--- src/rtl/sha256_job_sched.sv ---
// -----------------------------------------------------------------------------
// sha256_job_sched
//
// Sequences a single sha256 engine across a queue of hash requests. Incoming
// descriptors land in a small FIFO; the scheduler pops one at a time, holds
// the engine in reset while it latches the parameters, pulses start, waits
// for the rising edge of done and then presents a completion to the
// requester before going back for the next descriptor.
//
// Optional feature macro: SHA_SCHED_TIMEOUT_EN
//   When defined, a watchdog aborts a job that stays in RUN for TIMEOUT
//   cycles and reports it with cmpl_status = 1. When undefined, no watchdog
//   exists, RUN waits indefinitely and cmpl_status is tied to 0.
//
// Ports:
//   clk, reset_n          clock and asynchronous active-low reset
//   job_valid/job_ready   descriptor push handshake (ready = FIFO not full)
//   job_msg_addr/size/out_addr/tag   descriptor fields
//   eng_reset_n/eng_start engine control (engine is in reset unless running)
//   eng_message_addr/eng_size/eng_output_addr   engine job parameters
//   eng_done              engine done level
//   cmpl_valid/cmpl_ready completion handshake
//   cmpl_tag/cmpl_status  completed job tag and status (1 = timeout abort)
//   busy                  scheduler active or descriptors queued
//   jobs_done             wrapping count of completions handed off
// -----------------------------------------------------------------------------
module sha256_job_sched #(
    parameter int DEPTH   = 4,
    parameter int TIMEOUT = 1000000
) (
    input  logic        clk,
    input  logic        reset_n,
    input  logic        job_valid,
    output logic        job_ready,
    input  logic [31:0] job_msg_addr,
    input  logic [31:0] job_size,
    input  logic [31:0] job_out_addr,
    input  logic [3:0]  job_tag,
    output logic        eng_reset_n,
    output logic        eng_start,
    output logic [31:0] eng_message_addr,
    output logic [31:0] eng_size,
    output logic [31:0] eng_output_addr,
    input  logic        eng_done,
    output logic        cmpl_valid,
    input  logic        cmpl_ready,
    output logic [3:0]  cmpl_tag,
    output logic        cmpl_status,
    output logic        busy,
    output logic [15:0] jobs_done
);

    localparam int PW = $clog2(DEPTH);
    localparam int CW = PW + 1;

    typedef enum logic [2:0] {IDLE, ARM, LAUNCH, RUN, REPORT} state_t;

    logic [99:0]   mem_q [DEPTH];
    logic [PW-1:0] wr_ptr_q, wr_ptr_d;
    logic [PW-1:0] rd_ptr_q, rd_ptr_d;
    logic [CW-1:0] count_q, count_d;
    state_t        state_q, state_d;
    logic [31:0]   msg_q, msg_d;
    logic [31:0]   size_q, size_d;
    logic [31:0]   out_q, out_d;
    logic [3:0]    tag_q, tag_d;
    logic          done_q, done_d;
    logic [15:0]   jobs_q, jobs_d;
    logic          fifo_full, fifo_empty, push, pop;
    logic [99:0]   head;

`ifdef SHA_SCHED_TIMEOUT_EN
    localparam logic [31:0] WDOG_LAST = 32'(TIMEOUT - 1);
    logic [31:0]   wdog_q, wdog_d;
    logic          status_q, status_d;
`else
    localparam int unused_timeout = TIMEOUT;
`endif

    assign fifo_full  = (count_q == CW'(DEPTH));
    assign fifo_empty = (count_q == '0);
    assign job_ready  = !fifo_full;
    // A full FIFO refuses the push even when a pop frees a slot this cycle.
    assign push       = job_valid && !fifo_full;
    assign pop        = (state_q == IDLE) && !fifo_empty;
    assign head       = mem_q[rd_ptr_q];

    // Descriptor storage; no reset needed since occupancy guards every read.
    always_ff @(posedge clk) begin
        if (push) begin
            mem_q[wr_ptr_q] <= {job_tag, job_out_addr, job_size, job_msg_addr};
        end
    end

    // Pointer and occupancy bookkeeping; simultaneous push and pop cancel.
    always_comb begin
        wr_ptr_d = wr_ptr_q;
        rd_ptr_d = rd_ptr_q;
        count_d  = count_q;
        if (push) begin
            wr_ptr_d = wr_ptr_q + PW'(1);
        end
        if (pop) begin
            rd_ptr_d = rd_ptr_q + PW'(1);
        end
        case ({push, pop})
            2'b10:   count_d = count_q + CW'(1);
            2'b01:   count_d = count_q - CW'(1);
            default: count_d = count_q;
        endcase
    end

    // Next-state logic. done_q follows eng_done everywhere except IDLE so a
    // done level already high when RUN is entered is not taken as completion.
    always_comb begin
        state_d = state_q;
        msg_d   = msg_q;
        size_d  = size_q;
        out_d   = out_q;
        tag_d   = tag_q;
        done_d  = eng_done;
        jobs_d  = jobs_q;
`ifdef SHA_SCHED_TIMEOUT_EN
        wdog_d   = wdog_q;
        status_d = status_q;
`endif
        case (state_q)
            IDLE: begin
                done_d = 1'b0;
                if (!fifo_empty) begin
                    msg_d   = head[31:0];
                    size_d  = head[63:32];
                    out_d   = head[95:64];
                    tag_d   = head[99:96];
                    state_d = ARM;
`ifdef SHA_SCHED_TIMEOUT_EN
                    status_d = 1'b0;
`endif
                end
            end
            ARM: begin
                state_d = LAUNCH;
            end
            LAUNCH: begin
                state_d = RUN;
`ifdef SHA_SCHED_TIMEOUT_EN
                wdog_d = '0;
`endif
            end
            RUN: begin
                // Completion wins over a simultaneous watchdog expiry.
                if (eng_done && !done_q) begin
                    state_d = REPORT;
`ifdef SHA_SCHED_TIMEOUT_EN
                    status_d = 1'b0;
`endif
                end
`ifdef SHA_SCHED_TIMEOUT_EN
                else if (wdog_q == WDOG_LAST) begin
                    state_d  = REPORT;
                    status_d = 1'b1;
                end else begin
                    wdog_d = wdog_q + 32'd1;
                end
`endif
            end
            REPORT: begin
                if (cmpl_ready) begin
                    jobs_d  = jobs_q + 16'd1;
                    state_d = IDLE;
                end
            end
            default: begin
                state_d = IDLE;
            end
        endcase
    end

    // State register; reset drops queued and in-flight work at once.
    always_ff @(posedge clk or negedge reset_n) begin
        if (!reset_n) begin
            state_q  <= IDLE;
            wr_ptr_q <= '0;
            rd_ptr_q <= '0;
            count_q  <= '0;
            msg_q    <= '0;
            size_q   <= '0;
            out_q    <= '0;
            tag_q    <= '0;
            done_q   <= 1'b0;
            jobs_q   <= '0;
`ifdef SHA_SCHED_TIMEOUT_EN
            wdog_q   <= '0;
            status_q <= 1'b0;
`endif
        end else begin
            state_q  <= state_d;
            wr_ptr_q <= wr_ptr_d;
            rd_ptr_q <= rd_ptr_d;
            count_q  <= count_d;
            msg_q    <= msg_d;
            size_q   <= size_d;
            out_q    <= out_d;
            tag_q    <= tag_d;
            done_q   <= done_d;
            jobs_q   <= jobs_d;
`ifdef SHA_SCHED_TIMEOUT_EN
            wdog_q   <= wdog_d;
            status_q <= status_d;
`endif
        end
    end

    // The engine leaves reset only in LAUNCH and RUN; decoding from the state
    // register makes the asynchronous reset force it low immediately.
    assign eng_reset_n      = (state_q == LAUNCH) || (state_q == RUN);
    assign eng_start        = (state_q == LAUNCH);
    assign eng_message_addr = msg_q;
    assign eng_size         = size_q;
    assign eng_output_addr  = out_q;
    assign cmpl_valid       = (state_q == REPORT);
    assign cmpl_tag         = tag_q;
    assign busy             = (state_q != IDLE) || !fifo_empty;
    assign jobs_done        = jobs_q;
`ifdef SHA_SCHED_TIMEOUT_EN
    assign cmpl_status      = status_q;
`else
    assign cmpl_status      = 1'b0;
`endif

endmodule

--- config.mk ---
export PLATFORM = sky130hd
export DESIGN_NAME = sha256_job_sched
export DESIGN_NICKNAME = d
export VERILOG_FILES = /design/src/rtl/sha256_job_sched.sv
export SDC_FILE = /design/constraint.sdc
export NUM_CORES = 1
export LEC_CHECK = 0
export ABC_CLOCK_PERIOD_IN_PS = 5100
export BUFFER_PORTS_ARGS = -buffer_cell sky130_fd_sc_hd__buf_2
export CORE_MARGIN = 1
export CORE_UTILIZATION = 50
export DETAILED_ROUTE_END_ITERATION = 8
export PLACE_DENSITY_LB_ADDON = 0.12
export SETUP_SLACK_MARGIN = 0.02
export SLEW_MARGIN = 0
export SYNTH_ARGS = -nofsm -noshare
export SYNTH_HDL_FRONTEND = slang
export SYNTH_SLANG_ARGS = --single-unit
--- constraint.sdc ---
create_clock -name clk -period 5.1 [get_ports clk]
set_input_delay 1.02 -clock clk [delete_from_list [all_inputs] [get_ports clk]]
set_output_delay 1.02 -clock clk [all_outputs]
set_load 0.01 [all_outputs]
-- Word level (Yosys, flattened, before mapping)
Memories as Yosys holds them, arrays and structs flattened. A register that Yosys moved wholly into a read port is not among the register bits.
Index checks and enable logic that the tools add are counted.
- register bits: 27
- bits in writable memories: 400
- bits of input ports: 105
- word-level logic and storage cells: 47
- memories kept: 1
- memory list (name ; depth ; bits a word ; rd ports ; clocked after memory_dff ; wr ports ; RTL line ; source):
    mem_q ; 4 ; 100 ; 1 ; 1 ; 1 ; 58 ; logic [99:0] mem_q [DEPTH];
- add/sub/neg operators: 5
- equality and inequality tests: 10
- muxes and demuxes: 8
- bitwise operators: 1
- reduce and logical (&&, ||, !) cells: 16
- operator list (cell ; number):
    $add A16 B1 Y16 const B ; 1
    $pmux W3 S5 ; 1
    $mux W3 ; 3
    $eq A3 B2 Y1 const B ; 2
    $eq A3 B3 Y1 const B ; 2
    $logic_not A3 Y1 ; 2
    $pmux W3 S2 ; 1
    $add A2 B1 Y2 const B ; 2
    $logic_not A1 Y1 ; 4
    $ne A2 B2 Y1 const B ; 2
    $reduce_and A2 Y1 ; 2
    $add A3 B1 Y3 const B ; 1
    $eq A3 B1 Y1 const B ; 1
    $logic_and A1 B1 Y1 ; 3
    $mux W1 ; 3
    $reduce_and A3 Y1 ; 1
    $reduce_bool A3 Y1 ; 1
    $sub A3 B1 Y3 const B ; 1
    $eq A2 B1 Y1 const B ; 1
    $eq A2 B2 Y1 const B ; 1
    $logic_or A1 B1 Y1 ; 2
    $ne A2 B1 Y1 const B ; 1
    $reduce_bool A2 Y1 ; 1
    $not A1 Y1 ; 1

-- Logic depth before layout (Yosys ltp)
Gate-level depths: netlist (run 1).
- depth after elaboration: 5
- gate-level depth with buffers: 10
- depth with buffers taken out: 10

-- Least setup slack after synthesis (run 1)
No wires, ideal clock.
- path kind: input-to-reg
- from: input port job_valid
- to: memory mem_q[0][0], enable pin
- setup time: 0.471 ns
- arrival time: 3.373 ns
- path slack: 1.256 ns
- cell stages on the path: 1
- buffers on the path: 0
- path through: and3_1
- longest elaborated chain between the ends: 3
- RTL lines (element ; RTL line ; source):
    start, declared ; 33 ; input logic job_valid,
    $logic_and A1 B1 Y1 ; 84 ; assign push = job_valid && !fifo_full;
    $mux W1 ; 90 ; if (push) begin
    $mux W1 (not written as such) ; 91 ; mem_q[wr_ptr_q] <= {job_tag, job_out_addr, job_size, job_msg_addr};
    end, declared ; 58 ;
Every way passes these cells.

-- Worst setup path in the final report (run 1)
- from: register state_q[2]
- to: register count_q[2]
- longest elaborated chain between the ends: 4
- elaborated cells between the ends (all ways): 6
- RTL lines (element ; RTL line ; source):
    start, declared ; 62 ; state_t state_q, state_d;
    start signal, assigned ; 197 ; state_q <= state_d;
    $logic_not A3 Y1 (*) ; 85 ; assign pop = (state_q == IDLE) && !fifo_empty;
    $logic_and A1 B1 Y1 (*) ; 85 ;
    $eq A2 B1 Y1 or $eq A2 B2 Y1 (tied branches) ; 106 ; case ({push, pop})
    $pmux W3 S2 or $reduce_bool A2 Y1 (tied branches) ; n/a ;
    end signal, assigned ; 200 ; count_q <= count_d;
    end, declared ; 61 ; logic [CW-1:0] count_q, count_d;
Mark *: on every way between the ends. The rest lies on a longest branch, timed or not.
A chain may end at the register's enable or synchronous reset.

==> summary.txt, run 1 <==
Yosys
  • Synthesized Nets: 962
  • Synth Area in Compound Gates: 0.0005774
  • Gate Count Post-Synth: 850
  • Largest family of logic cells by synthesized area: multiplexers
  • Synth Warn #: 0
  • Post-synthesis async set-or-reset flop share: 0.2410
  • Sequential fraction of the synthesis area: 0.7788
  • Synthesized area per cell: 22.95 µm²
  • Unique masters post-synth: 34
  • Post-Synth Simple-Gate Area: 0.01347
  • Post-synth EDFFs: 400
  • Ys flop type: edfxtp_1
  • Multiplexer share of the synthesized area: 0.1768
  • Post-Syn Area: 0.01950 mm²
  • Post-Synth XOR/XNOR Area: 0.009430
  • Post-Synth Adder-Cell Area: 0.004876
  • Synthesis-stage register bit count: 527

Placed design
  • HPWL after detailed placement: 21530 µm
  • Area post-placement: 0.02118 mm²
  • Port buffer count: 225
  • Gpl congestion: 0.7492

Clocking
  • CTS Root Cell: clkbuf_16
  • Clock Sinks: 527
  • H-tree Lvls: 2
  • Setup bufs post-CTS: 0
  • Post-CTS sizing: 0
  • Worst skew pair latency: 0.57 ns
  • TritonCTS buffer count: 53
  • CTS tree: done
  • Max clock buf depth: 3
  • Hold Buf Count CTS: 0
  • Worst-path clk slew: 0.06 ns

Timing
  • Rel. slew slack: 0.2620
  • Fmax: 362.5 MHz
  • Setup violators final: 0
  • Final worst path period share: 0.5409
  • Worst Skew: 0.01963 ns
  • Final Critical Period: 2.759 ns
  • Setup TNS: 0 ns
  • Max-slew violations: 0
  • Final Hold Viols: 0
  • RSZ-0062 raised after global routing: false
  • Slew @ Worst Pin: 1.107 ns
  • Hold slack: 0.4652 ns

Global route
  • Pin count of the biggest net entering global routing: 101
  • Total grt overflow: 0
  • Number of global-route vias before repair: 9247
  • First-pass GRT wire length: 54610 µm
  • GRT Overall Usage: 0.1851
  • Antenna violations before repair: 9

Worst setup path
  • Worst setup path endpoint: count_q[2]$_DFFE_PN0P_
  • Startpoint Class: flop
  • R2R Path Start: state_q[2]$_DFFE_PN0P_
  • Crit-path max FO: 31
  • Worst R2R End: count_q[2]$_DFFE_PN0P_
  • WP data required: 5.59 ns
  • Critical path class: flop to flop
  • R2r setup slk: 2.34 ns
  • CP endpoint kind: flop
  • Critical path arrival: 3.25 ns
  • Path depth of the worst reg2reg path: 8
  • CP startpoint: state_q[2]$_DFFE_PN0P_

Routing
  • DRC violations left: 0
  • ANT nets after route: 0
  • Via count: 8929
  • DR iter-0 viols: 465
  • Routed length per placed instance: 21.50 µm
  • Final wirelength: 35890 µm
  • DRT Pass-1 Iters: 5
  • Via density: 5.350

Die
  • Die width: 199.5 µm
  • Starting Density: 0.5130
  • Placement row count: 71
  • Die Area: 0.03980 mm²
  • I/O pins: 227
  • Core area: 0.03802 mm²
  • Die height: 199.5 µm

Outcome
  • Outcome: completed

Pwr
  • Leak pwr: 8.407 nW
  • Clock power frac: 0.282
  • VDD IR max: 0.0003428 V
  • Switch share: 0.2750
  • Seq pwr share: 0.463
  • Comb pwr share: 0.255
  • Int Power: 0.009855 W
  • Power Dens Cells: 592.7 mW/mm²
  • Psw: 0.003738 W

Final layout
  • Share of post-route cells with drive strength above 1: 0.4614
  • Post-route cell area: 0.02293 mm²
  • Commonest non-fill, non-tap cells in the layout: edfxtp_1 (400), buf_2 (224), dfrtp_1 (125)
  • Util after Layout: 0.6032
  • Layout Nets: 1221
  • Commonest non-fill, non-tap cell in the layout: edfxtp_1
  • Area delta synth->final: 17.59%
  • FILL cells: 2848

Flow run
  • Max-cap viol count: 0

Worst hold path
  • HP Class: primary input to asynchronous set/reset pin
## critical path, cell delays in order, from the launching register on
cell	delay, ns
dfrtp_1	0.43
nor3_2	0.28
nor2b_4	0.82
ha_1	0.32
inv_1	0.07
fa_1	0.37
xor2_1	0.15
nor2_1	0.10
xor2_1	0.14
## per-stage QoR
stage                     total power (W)  instances  setup slack (ns)
after global placement           0.009891       1565             2.203
final                             0.01359       1669             2.341
after detailed placement         0.009966       1565             2.159
after floorplan                  0.008793        850             1.256
after CTS                         0.01383       1664             2.270
after global routing              0.01429       1665             2.118
## registers in the layout (all words and copies together), names as in the netlist
name and cells:
eng_message_addr 32, done_q 1, eng_output_addr 32, count_q 3, wr_ptr_q 2, eng_size 32
mem_q 400, cmpl_tag 4, jobs_done 16, state_q 3, rd_ptr_q 2
## area by class of cell
cell class | count | area (µm²) | share of cell area
clock buffer | 66 | 1385 | 0.06039
inverter | 9 | 33.78 | 0.001473
timing repair buffer | 240 | 1282 | 0.05592
multi-input combinational | 278 | 4030 | 0.1757
tap | 511 | 639.4 | 0.02788
clock inverter | 33 | 354.1 | 0.01544
antenna | 5 | 12.51 | 0.0005456
sequential | 527 | 15200 | 0.6626
## cells by family (layout without fill, tap and decap cells)
group | Yosys count | in the layout
mux | 203 | 203
xor+xnor | 21 | 21
flops | 527 | 527
buf+inv | 45 | 348
simple gates | 44 | 44
compound gates | 2 | 2
fa+ha+maj | 7 | 7
other cells | 1 | 6
## cell usage after synthesis, drive strengths merged (2+ instances only)
library cell | number | share of area
mux2 | 102 | 0.061
and3 | 8 | 0.0028
nand4 | 3 | 0.00096
nand3 | 5 | 0.0013
xor2 | 6 | 0.0027
and4 | 4 | 0.0018
nor3 | 3 | 0.0013
inv | 9 | 0.0017
edfxtp | 400 | 0.62
mux4 | 100 | 0.12
xnor2 | 15 | 0.0067
nand2 | 8 | 0.0015
and2 | 2 | 0.00064
nor2 | 6 | 0.0012
ha | 6 | 0.0038
dfrtp | 127 | 0.16
clkbuf | 9 | 0.0017
buf | 27 | 0.012
nor2b | 2 | 0.00077
## power groups by stage
stage                     Combinational, W  Clock, W  Sequential, W
after floorplan                    0.00234         0        0.00645
after global routing               0.00379   0.00409        0.00641
after global placement             0.00354         0        0.00635
after detailed placement           0.00357         0        0.00639
final                              0.00347   0.00383        0.00629
after CTS                          0.00358   0.00393        0.00631
## worst min-delay path by stage
| stage | startpoint | endpoint | slack (ns) | cells after the start |
|---|---|---|---|---|
| after floorplan | count_q[2]$_DFFE_PN0P_ | count_q[2]$_DFFE_PN0P_ | 0.48 | 1 |
| after global placement | jobs_done[15]$_DFFE_PN0P_ | jobs_done[15]$_DFFE_PN0P_ | 0.46 | 1 |
| after detailed placement | jobs_done[15]$_DFFE_PN0P_ | jobs_done[15]$_DFFE_PN0P_ | 0.46 | 1 |
| after global routing | reset_n | eng_message_addr[5]$_DFFE_PN0P_ | 0.49 | 1 |
| final | reset_n | cmpl_tag[0]$_DFFE_PN0P_ | 0.47 | 1 |
| after CTS | reset_n | eng_output_addr[31]$_DFFE_PN0P_ | 0.47 | 1 |
## routing by layer
layer  track usage  wire [µm]
met3       0.04253       2022
met2        0.2946      17570
met4       0.04693        668
met1        0.2605      15570
met5             0         53
Note: power is estimated with default switching activity, not from simulation.
==> inputs of run 2 (changes only) <==
--- a/config.mk
+++ b/config.mk
@@ -5,7 +5,8 @@
 export SDC_FILE = /design/constraint.sdc
 export NUM_CORES = 1
 export LEC_CHECK = 0
-export ABC_CLOCK_PERIOD_IN_PS = 5100
+export ABC_AREA = 1
+export ABC_CLOCK_PERIOD_IN_PS = 2580
 export BUFFER_PORTS_ARGS = -buffer_cell sky130_fd_sc_hd__buf_2
 export CORE_MARGIN = 1
 export CORE_UTILIZATION = 50
==> constraint.sdc (replaced) <==
create_clock -name clk -period 2.58 [get_ports clk]
set_input_delay 0.516 -clock clk [delete_from_list [all_inputs] [get_ports clk]]
set_output_delay 0.516 -clock clk [all_outputs]
set_load 0.01 [all_outputs]
==> run 2 against run 1 <==
Synthesized cell count up 85%. Clock power rose by 91%. Worst hold slack got worse by 0.32 ns. Register-to-register slack lost 1.9 ns. Global-route usage grew 3.0 points. Design area increased by 2.3%. Core utilization is 0.15 points lower. Synthesized area increased by 2.2%. Largest power group unchanged. Highest routed layer unchanged.
==> summary.txt, run 2 <==
Timing
  • Rel. slew slack: 0.1231
  • Max-slew violations: 0
  • Hold slack: 0.1410 ns
  • Fmax: 458.3 MHz
  • Setup violators final: 0
  • Final worst path period share: 0.8458
  • Final Hold Viols: 0
  • Setup TNS: 0 ns
  • Slew @ Worst Pin: 1.315 ns
  • Worst Skew: 0.01850 ns
  • RSZ-0062 raised after global routing: false
  • Final Critical Period: 2.182 ns

Worst setup path
  • R2R Path Start: state_q[1]$_DFFE_PN0P_
  • CP endpoint kind: output port
  • Critical path class: flop to output port
  • WP data required: 2.06 ns
  • CP startpoint: count_q[0]$_DFFE_PN0P_
  • Crit-path max FO: 3
  • Startpoint Class: flop
  • Critical path arrival: 1.67 ns

Global route
  • Pin count of the biggest net entering global routing: 202
  • GR Layer Usage met1: 0.2854
  • Global-route layer with the greatest usage: met2
  • Total grt overflow: 0
  • Met3 usage: 0.05329
  • Number of global-route vias before repair: 11960
  • GRT Overall Usage: 0.2152
  • First-pass GRT wire length: 67510 µm
  • Met2 GRT Util: 0.3547
  • Antenna violations before repair: 10

Pwr
  • Psw: 0.009600 W
  • VDD IR max: 0.001029 V
  • Comb pwr share: 0.308
  • Clock power frac: 0.259
  • Leak pwr: 8.664 nW
  • Switch share: 0.3400
  • Seq pwr share: 0.433
  • Power Dens Cells: 1203 mW/mm²
  • Int Power: 0.01863 W

Yosys
  • Sequential fraction of the synthesis area: 0.7619
  • Top cells by area in the synthesized netlist: edfxtp_1 (60%), dfrtp_1 (16%), nor2_1 (9.9%), o21ai_0 (5.1%), a31oi_1 (3.1%)
  • Most numerous cell in the Yosys netlist: nor2_1
  • Synthesis-stage register bit count: 527
  • Post-synth EDFFs: 400
  • Synth Warn #: 0
  • Post-synth top area cell: edfxtp_1
  • Gate Count Post-Synth: 1569
  • Post-synthesis async set-or-reset flop share: 0.2410
  • Synthesized Nets: 1681
  • Ys flop type: edfxtp_1
  • Synth top cells by count: nor2_1 (527), edfxtp_1 (400), o21ai_0 (205)
  • Unique masters post-synth: 29
  • Post-synth top area share: 0.6025
  • Synthesized area per cell: 12.71 µm²
  • Post-Syn Area: 0.01994 mm²

Routing
  • Via density: 5.274
  • Final wirelength: 43060 µm
  • DR iter-0 viols: 714
  • Routed length per placed instance: 18.29 µm
  • DRT Pass-1 Iters: 5
  • DRC violations left: 0
  • Via count: 12420
  • ANT nets after route: 0

Die
  • Starting Density: 0.5111
  • Placement row count: 72
  • I/O pins: 227
  • Die Area: 0.04067 mm²
  • Core area: 0.03901 mm²
  • Die width: 201.7 µm
  • Die height: 201.7 µm

Clocking
  • Worst-path clk slew: 0.06 ns
  • Worst skew pair latency: 0.59 ns
  • Max clock buf depth: 3
  • Clock Sinks: 527
  • H-tree Lvls: 2
  • Post-CTS sizing: 0
  • CTS tree: done
  • CTS Root Cell: clkbuf_16
  • TritonCTS buffer count: 53

Final layout
  • Commonest non-fill, non-tap cell in the layout: nor2_1
  • Commonest non-fill, non-tap cells in the layout: nor2_1 (523), edfxtp_1 (400), buf_2 (224)
  • Reg with most FFs: mem_q
  • FILL cells: 3073
  • Max reg flops: 400
  • Area delta synth->final: 17.73%
  • Share of post-route cells with drive strength above 1: 0.1869
  • Layout Nets: 1899

Outcome
  • Outcome: completed

Placed design
  • Gpl congestion: 0.8034
  • Port buffer count: 225
  • HPWL after detailed placement: 23510 µm

Flow run
  • Max-cap viol count: 0

Worst hold path
  • HP Start: job_out_addr[26]
  • HP Class: primary input to flop
[run 2: power by group through the flow]
stage	combinational, W	clock, W	sequential (W)
floorplan	0.00535	0	0.0127
global placement	0.00865	0	0.0123
detailed placement	0.00884	0	0.0124
CTS	0.00886	0.00747	0.0122
global route	0.00980	0.00780	0.0124
finish	0.00869	0.00732	0.0122
[run 2: final timing paths]
kind | endpoint | slack, ns | cells past startpoint
worst min-delay path | mem_q[3][90]$_DFFE_PP_ | 0.14 | 1
worst max-delay path | busy | 0.40 | 3
max in group asynchronous | rd_ptr_q[1]$_DFFE_PN0P_ | 1.45 | 3
min in group asynchronous | jobs_done[10]$_DFFE_PN0P_ | 0.45 | 2
worst min register to register | jobs_done[15]$_DFFE_PN0P_ | 0.51 | 2
worst max register to register | eng_output_addr[16]$_DFFE_PN0P_ | 0.41 | 6
[run 2: cell type report]
| cell class | instances | area [µm²] | share of cell area |
|---|---|---|---|
| clock buffers | 81 | 1574 | 0.06706 |
| clock inverters | 17 | 105.1 | 0.004478 |
| inverters | 32 | 125.1 | 0.005331 |
| repair buffers | 251 | 1568 | 0.06680 |
| well taps | 518 | 648.1 | 0.02761 |
| diodes | 6 | 15.01 | 0.0006397 |
| multi-input cells | 922 | 4238 | 0.1806 |
| flip-flops and latches | 527 | 15200 | 0.6475 |
[run 2: worst max-delay path, cell delays in order, from the launching register on]
cell and delay [ns]:
dfrtp_1 0.42, nor3_2 0.34, nand2_1 0.15, buf_2 0.18
[run 2: logic make-up (layout without fill, tap and decap cells)]
| kind of cell | Yosys count | count (layout) | share of synthesized area |
|---|---|---|---|
| XOR/XNOR | 14 | 14 | 0.006151 |
| flip-flops | 527 | 527 | 0.7619 |
| buffers and inverters | 120 | 381 | 0.02868 |
| AND/OR/NAND/NOR | 590 | 590 | 0.1139 |
| other | 1 | 7 | 0.0001881 |
| adder cells (fa/ha/maj) | 7 | 7 | 0.004770 |
| AO/OA/AOI/OAI | 310 | 310 | 0.08435 |
[run 2: metal layers]
metal	wire, µm	share of wire
met5	67	0.0016
met4	757	0.018
met3	2439	0.057
met2	21210	0.49
met1	18590	0.43
[run 2: what timing repair did]
action	4_1_cts	5_1_grt
setup endpoints to repair	0	0
endpoints found under the hold margin	39	0
buffers inserted	0	0
hold buffers	1	0
[run 2: through the flow]
stage / util / instance area, µm² / cells / setup slack [ns] / power, W
2_1_floorplan: - / 19990 / 1569 / -0.008901 / 0.01804
3_3_place_gp: 0.5580 / 21770 / 2249 / 0.6134 / 0.02099
3_5_place_dp: 0.5580 / 21770 / 2249 / 0.5930 / 0.02123
4_1_cts: 0.6013 / 23460 / 2348 / 0.3629 / 0.02857
5_1_grt: 0.6015 / 23460 / 2351 / 0.2873 / 0.03004
6_report: 0.6017 / 23470 / 2354 / 0.3979 / 0.02823
